`src/rtl/replay_buffer_demux_nway.sv`:
```
// Replay buffer that demultiplexes Q time-multiplexed spike wires into
// N_NET per-network streams. One bank is written at N_NET-fold time expansion
// while the other bank is replayed; the banks swap on every gamma wrap.
module replay_buffer_demux_nway #(
  parameter int unsigned Q                  = 2,
  parameter int unsigned N_NET              = 2,
  parameter int unsigned GAMMA_CYCLE_LENGTH = 18,
  localparam int unsigned CW                = $clog2(GAMMA_CYCLE_LENGTH)
) (
  input  logic                        clk,
  input  logic                        rst,
  input  logic                        start_count,
  input  logic [Q-1:0]                muxed_output_spikes,
  input  logic [N_NET-1:0]            net_en,
  output logic [Q-1:0][N_NET-1:0]     demuxed_output_spikes,
  output logic [CW-1:0]               cycle_counter,
  output logic                        bank_sel,
  output logic                        gamma_wrap,
  output logic                        out_valid
);

  localparam int unsigned G  = GAMMA_CYCLE_LENGTH;
  localparam int unsigned S  = G / N_NET;
  localparam int unsigned IW = CW + 1;

  logic [G-1:0]             bank_q [2][Q][N_NET];
  logic [G-1:0]             bank_d [2][Q][N_NET];
  logic [CW-1:0]            cnt_q, cnt_d;
  logic                     bank_sel_q, bank_sel_d;
  logic                     wrap_q, wrap_d;
  logic                     valid_q, valid_d;
  logic                     run_q, run_d;
  logic [N_NET-1:0]         en_q, en_d;
  logic [Q-1:0][N_NET-1:0]  demux_q, demux_d;

  logic [IW-1:0]            c_ext;
  logic [IW-1:0]            net_idx;
  logic [IW-1:0]            pos;
  logic [IW-1:0]            base;
  logic [N_NET-1:0]         en_eff;
  logic                     last;

  // Next-state: counter/bank sequencing, expanded bank write, replay read
  always_comb begin
    cnt_d      = cnt_q;
    bank_sel_d = bank_sel_q;
    wrap_d     = 1'b0;
    valid_d    = valid_q;
    run_d      = run_q;
    en_d       = en_q;
    demux_d    = '0;
    bank_d     = bank_q;
    c_ext      = IW'(cnt_q);
    net_idx    = c_ext / IW'(S);
    pos        = c_ext % IW'(S);
    base       = pos * IW'(N_NET);
    // the first running edge after a clear uses the live enable it is sampling
    en_eff     = run_q ? en_q : net_en;
    last       = (cnt_q == CW'(G - 1));

    if (!start_count) begin
      cnt_d      = '0;
      bank_sel_d = 1'b0;
      valid_d    = 1'b0;
      run_d      = 1'b0;
      en_d       = '0;
      bank_d     = '{default: '0};
    end else begin
      run_d = 1'b1;
      if (!run_q || last) begin
        en_d = net_en;
      end

      for (int unsigned q = 0; q < Q; q++) begin
        for (int unsigned m = 0; m < N_NET; m++) begin
          for (int unsigned j = 0; j < G; j++) begin
            if (en_eff[m] && (net_idx == IW'(m)) &&
                (IW'(j) >= base) && (IW'(j) < base + IW'(N_NET))) begin
              bank_d[bank_sel_q][q][m][j] = muxed_output_spikes[q];
            end
          end
          demux_d[q][m] = valid_q & en_eff[m] & bank_q[~bank_sel_q][q][m][cnt_q];
        end
      end

      cnt_d      = last ? '0 : cnt_q + CW'(1);
      bank_sel_d = last ? ~bank_sel_q : bank_sel_q;
      valid_d    = valid_q | last;
      wrap_d     = (cnt_d == CW'(G - 1));
    end
  end

  // State register with asynchronous clear
  always_ff @(posedge clk or posedge rst) begin
    if (rst) begin
      cnt_q      <= '0;
      bank_sel_q <= 1'b0;
      wrap_q     <= 1'b0;
      valid_q    <= 1'b0;
      run_q      <= 1'b0;
      en_q       <= '0;
      demux_q    <= '0;
      bank_q     <= '{default: '0};
    end else begin
      cnt_q      <= cnt_d;
      bank_sel_q <= bank_sel_d;
      wrap_q     <= wrap_d;
      valid_q    <= valid_d;
      run_q      <= run_d;
      en_q       <= en_d;
      demux_q    <= demux_d;
      bank_q     <= bank_d;
    end
  end

  assign demuxed_output_spikes = demux_q;
  assign cycle_counter         = cnt_q;
  assign bank_sel              = bank_sel_q;
  assign gamma_wrap            = wrap_q;
  assign out_valid             = valid_q;

endmodule

```
`config.mk`:
```
export PLATFORM = sky130hd
export DESIGN_NAME = replay_buffer_demux_nway
export DESIGN_NICKNAME = d
export VERILOG_FILES = /design/src/rtl/replay_buffer_demux_nway.sv
export SDC_FILE = /design/constraint.sdc
export NUM_CORES = 1
export LEC_CHECK = 0
export ABC_AREA = 1
export CAP_MARGIN = 20
export CORE_ASPECT_RATIO = 1.4
export CORE_MARGIN = 2
export CORE_UTILIZATION = 42
export DETAILED_ROUTE_END_ITERATION = 8
export DONT_BUFFER_PORTS = 1
export PLACE_DENSITY = 0.57
export SYNTH_ARGS = -nofsm -noshare
export SYNTH_HDL_FRONTEND = slang
export SYNTH_SLANG_ARGS = --single-unit
export TNS_END_PERCENT = 50
```
`constraint.sdc`:
```
create_clock -name clk -period 5.6 [get_ports clk]
set_input_delay 0.56 -clock clk [delete_from_list [all_inputs] [get_ports clk]]
set_output_delay 0.56 -clock clk [all_outputs]
set_load 0.005 [all_outputs]
```
**Word-level counts from Yosys, hierarchy flattened**

Index checks and enable logic that the tools add are counted.
W data, S select, Z words.

- Bits in registers: 159
- Input bits: 7
- Output and inout bits: 12
- Word-level logic and storage cells: 535

- $add $sub $neg: 2
- Divide/modulo/power cells: 2
- $lt $le $gt $ge: 40
- Equality and inequality tests: 5
- Multiplexer cells: 382
- Bitwise logic cells: 10
- Reduce and logical (&&, ||, !) cells: 78

Operators with widths:

| cell | number |
|---|---|
| $mux W144 | 144 |
| $bwmux W144 | 72 |
| $demux W72 S1 | 72 |
| $mux W72 | 4 |
| $logic_and A1 B1 Y1 | 75 |
| $mux W71 | 1 |
| $mux W70 | 1 |
| $mux W69 | 1 |
| $mux W68 | 1 |
| $mux W67 | 1 |
| $mux W66 | 1 |
| $mux W65 | 1 |
| $mux W64 | 1 |
| $mux W63 | 1 |
| $mux W62 | 1 |
| $mux W61 | 1 |
| $mux W60 | 1 |
| $mux W59 | 1 |
| $mux W58 | 1 |
| $mux W57 | 1 |
| $mux W56 | 1 |
| $mux W55 | 1 |
| $mux W54 | 1 |
| $mux W53 | 1 |
| other kinds (80) | 133 |

**Longest topological paths before layout**

- Word-level depth: 221
- Depth in mapped cells: 28
- Depth with buffers taken out: 26

**Worst setup path after synthesis**

OpenSTA, ideal clock, no wires.

- Kind: register to register
- Start: register cnt_q[0], in the netlist cycle_counter[0]
- End: register bank_q[52] in the netlist's numbering
- Setup time: 117 ps
- Arrival: 3732 ps
- Required time: 5483 ps
- Path slack: 1751 ps
- Cell stages (with the launch flop): 27
- Path buffers: 3
- Clock period less this slack: 3849 ps
- Path through: dfrtp_1 -> clkbuf_1 -> inv_1 -> clkbuf_1 -> clkbuf_1 -> ha_1 -> nand3_4 -> nand2_4 -> nand2_1 -> nand2_1 -> ha_1 -> nand3_4 -> nand2_2 -> nand2_4 -> nor2_4 -> nand2_1 -> nand2_4 -> ha_1 -> nand3_1 -> nand2_1 -> nand2_2 -> nand3_1 -> nand2_1 -> o21ai_1 -> nand2_1 -> nand2_1 -> nand2_1

- Word-level cells in the longest chain between the ends: 220
- Elaborated cells on any way between the ends: 330
- Classes of those cells: add/sub: 1; div: 2; order compare: 36; eq/ne: 1; mux: 215; reduce/logical: 75

Ends and longest elaborated chain:

| element | RTL line | RTL |
|---|---|---|
| start, declared | 28 | `logic [CW-1:0] cnt_q, cnt_d;` |
| start signal, assigned | 105 | `cnt_q <= cnt_d;` |
| branches (longest 218 deep; another with $mod A5 B4 Y6) | n/a |  |
| $mux W144 * | 77 | `if (en_eff[m] && (net_idx == IW'(m)) &&` |
| $mux W144 * | 61 | `if (!start_count) begin` |
| end signal, assigned | 112 | `bank_q <= bank_d;` |
| end, declared | 26 | `logic [G-1:0] bank_q [2][Q][N_NET];` |

Mark *: on every way between the ends. The select of a mux whose other input is x is not followed.
A chain may end at the register's enable or synchronous reset.

**Final worst setup path**

- Start: register cnt_q[1], in the netlist cycle_counter[1]
- End: register bank_q[17] in the netlist's numbering

Same word-level chain as after synthesis.

==> impl_metrics.csv <==
group,metric,value,unit
cells_and_area,n_fill_cell,1828,
setup_path,cp_data_arrival_time,4.51,ns
floorplanning,dieHeight,165,um
placed_design,io_buffers,0,
global_route,grt_pass1_wl,36000,um
power_and_ir_drop,ir_drop,0.000194,V
global_route,grt_pass1_vias,6664,
yosys,ys_warn_count,0,
yosys,synth-adder-area-share,1.61,%
timing,fin_crit,4.20,ns
yosys,synth_top_family_by_area,"simple AND/OR/NAND/NOR gates",
global_route,antenna_found_initial,0,
global_route,grt_start_max_net_pins,68,
clocking,cts-root-buf,"clkbuf_16",
power_and_ir_drop,power_density,301,nW/um2
yosys,synthSimpleGateAreaFrac,28.5,%
yosys,postSynthAreaPerCell,7.95,um2
timing,setup_viol,0,
timing,rsz0062_at_grt,"no",
setup_path,crit_type,"reg -> reg",
cells_and_area,area_growth,11.1,%
yosys,synth_top_flop_cell,"dfrtp_1",
routing,drc,0,
cells_and_area,fin_util,47.8,%
clocking,htreeDepth,4,
floorplanning,io_pins,19,
yosys,synth_nets,996,
setup_path,required,5.92,ns
timing,worst_pin_slew,1.02,ns
cells_and_area,final_nets,989,
timing,max_freq,0.238,GHz
run_status,violations,"negative hold slack",
yosys,synthDistinctLibCells,46,
yosys,synth-compound-area-share,15.4,%
setup_path,critPathLaunchType,"register",
timing,fin_tns_setup,0,ns
timing,slew-limit-headroom,32.3,%
setup_path,critical_path_peak_fanout,20,
global_route,grtUsageTotal,24.0,%
floorplanning,die_area,19600,um2
run,maxCapViolations,0,
routing,wl,22300,um
cells_and_area,num_antenna_cells,0,
clocking,ctsResizeCount,0,
yosys,synth_area_leader_cell,"dfrtp_1",
yosys,async_reset_ff_share,100,%
setup_path,cp-end-kind,"register",
yosys,synthMuxAreaShare,0.145,%
power_and_ir_drop,total_power,2600,uW
timing,period_share,74.9,%
floorplanning,fp-row-count,58,
yosys,ys_seq_area_share,48.6,%
routing,drtPass1Iterations,5,
routing,wl_per_cell,18.2,um
power_and_ir_drop,leakage,0.00439,uW
yosys,synth_edf_count,0,
yosys,syn_area,7780,um2
routing,avgViaCountPerCell,5.43,
timing,maxSlewViolCount,0,
clocking,cts_buffers,17,
placed_design,dp_hpwl,14500,um
yosys,yosys.area_share.xor_xnor,0.659,%
yosys,ys_top_cells_by_area,"dfrtp_1 49%, nand2_1 15%, o21ai_0 6.0%, nor2_1 4.4%, o21ai_1 2.6%",
global_route,grt.overflow.total,0,
routing,drtIter0Drc,499,
floorplanning,coreArea,18100,um2
timing,skew,0.00874,ns
cells_and_area,final_cell_mix,"314 x nand2_1, 150 x dfrtp_1, 94 x o21ai_0",
routing,ant_nets,0,
clocking,path_clk_slew,0.06,ns
cells_and_area,drive_above_1_share,12.5,%
yosys,synthCells,979,
cells_and_area,multi_input_area,3600,um2
timing,hold_ws,-0.00491,ns
run_status,outcome,"finished, violations left",
cells_and_area,final_common_cell,"nand2_1",
placed_design,gp_congestion,0.909,
clocking,hold_buffers,0,
clocking,cts.sink_count,151,
clocking,postCtsSetupBuffers,0,
clocking,clockBufferDepth,2,
clocking,tritoncts,"yes",
clocking,clk_latency,0.43,ns
worst_hold_path,worstHoldPathType,"in -> async",
floorplanning,start_util,43.0,%
cells_and_area,regArea,3780,um2
yosys,netlist.area_leader.share,48.6,%
yosys,synth-seq-cells,151,
floorplanning,die_w,119,um
timing,hold_viol,2,
routing,vias,6642,
## Yosys cell counts, types with 2 or more instances
library cell and instances:
a21oi_1 14, o22ai_1 25, nor2_1 92, inv_1 49, nand2_2 28, nand3_1 39
nor2_2 3, dfrtp_1 151, nand2_4 11, nand4_1 5, o211ai_1 4, o21ai_0 94
nand3_4 2, nand2_1 314, xor2_1 3, nor2_4 4, buf_2 3, o21ai_1 40
nand3_2 3, inv_2 9, clkbuf_1 33, ha_1 10, o21ai_2 7, o221ai_1 14
## report_power, final
part           internal, uW  switching, uW
clock network           755            472
logic                  66.8            182
registers              1110           17.7
## worst paths after layout
path                                            startpoint                     end  slack (ns)  cells after the start
worst max-delay path            cycle_counter[1]$_DFF_PP0_  bank_q[17]$_DFFE_PP0P_        1.40                     24
worst min-delay path                                   rst  bank_q[76]$_DFFE_PP0P_      -0.005                      1
worst max register to register  cycle_counter[1]$_DFF_PP0_  bank_q[17]$_DFFE_PP0P_        1.40                     24
worst min register to register      bank_q[71]$_DFFE_PP0P_  bank_q[71]$_DFFE_PP0P_        0.46                      2
max in group asynchronous                              rst  bank_q[16]$_DFFE_PP0P_        4.39                      2
min in group clk                               start_count         run_q$_DFF_PP0_        0.16                      0
## worst max-delay path: stages, from the launching register on
cell	delay [ns]
dfrtp_1	0.96
inv_1	0.15
ha_1	0.29
nand2_4	0.09
nand2_4	0.07
nand2_4	0.12
nand2_1	0.06
nand2_1	0.19
ha_1	0.26
nand3_4	0.12
nand2_2	0.09
nand2_4	0.07
nor2_4	0.10
nand2_1	0.09
nand2_4	0.11
ha_1	0.30
nand3_1	0.11
nand2_1	0.07
nand2_2	0.12
nand3_1	0.11
nand2_1	0.12
o21ai_1	0.19
nand2_1	0.14
nand2_1	0.10
nand2_1	0.05
## state kept, by name (all words and copies together) (netlist names)
signal	cells
demuxed_output_spikes	4
out_valid	1
bank_sel	1
bank_q	136
cycle_counter	5
en_q	2
gamma_wrap	1
run_q	1
## cells by family after synthesis
kind of cell             after synthesis
XOR/XNOR                               5
AO/OA/AOI/OAI                        206
adder cells (fa/ha/maj)               10
AND/OR/NAND/NOR                      506
flip-flops                           151
buffers and inverters                100
multiplexers                           1
## per-stage QoR
step | worst slack, ns | cell area, um2 | cells
after floorplan | 0.975 | 7780 | 979
after CTS | 1.43 | 8640 | 1224
final | 1.40 | 8640 | 1224
after global routing | 1.01 | 8640 | 1224
after detailed placement | 1.47 | 8020 | 1193
after global placement | 1.53 | 8020 | 1193
## cell type report
type / instances / area share, %
inverter: 61 / 2.79
tap: 240 / 3.48
timing repair buffer: 13 / 1.13
multi-input combinational: 728 / 41.7
clock buffer: 19 / 5.13
clock inverter: 12 / 2.04
sequential: 151 / 43.7
## routing by layer
metal | share of wire [%] | track usage, % | up-vias
met1 | 43 | 29.7 | 3259
met5 | 0 | 0 | -
met4 | 2.6 | 8.87 | 0
met2 | 51 | 42.4 | 141
met3 | 3.1 | 3.76 | 40
li1 | - | - | 3202
No activity file was read; power rests on OpenSTA's default activity.
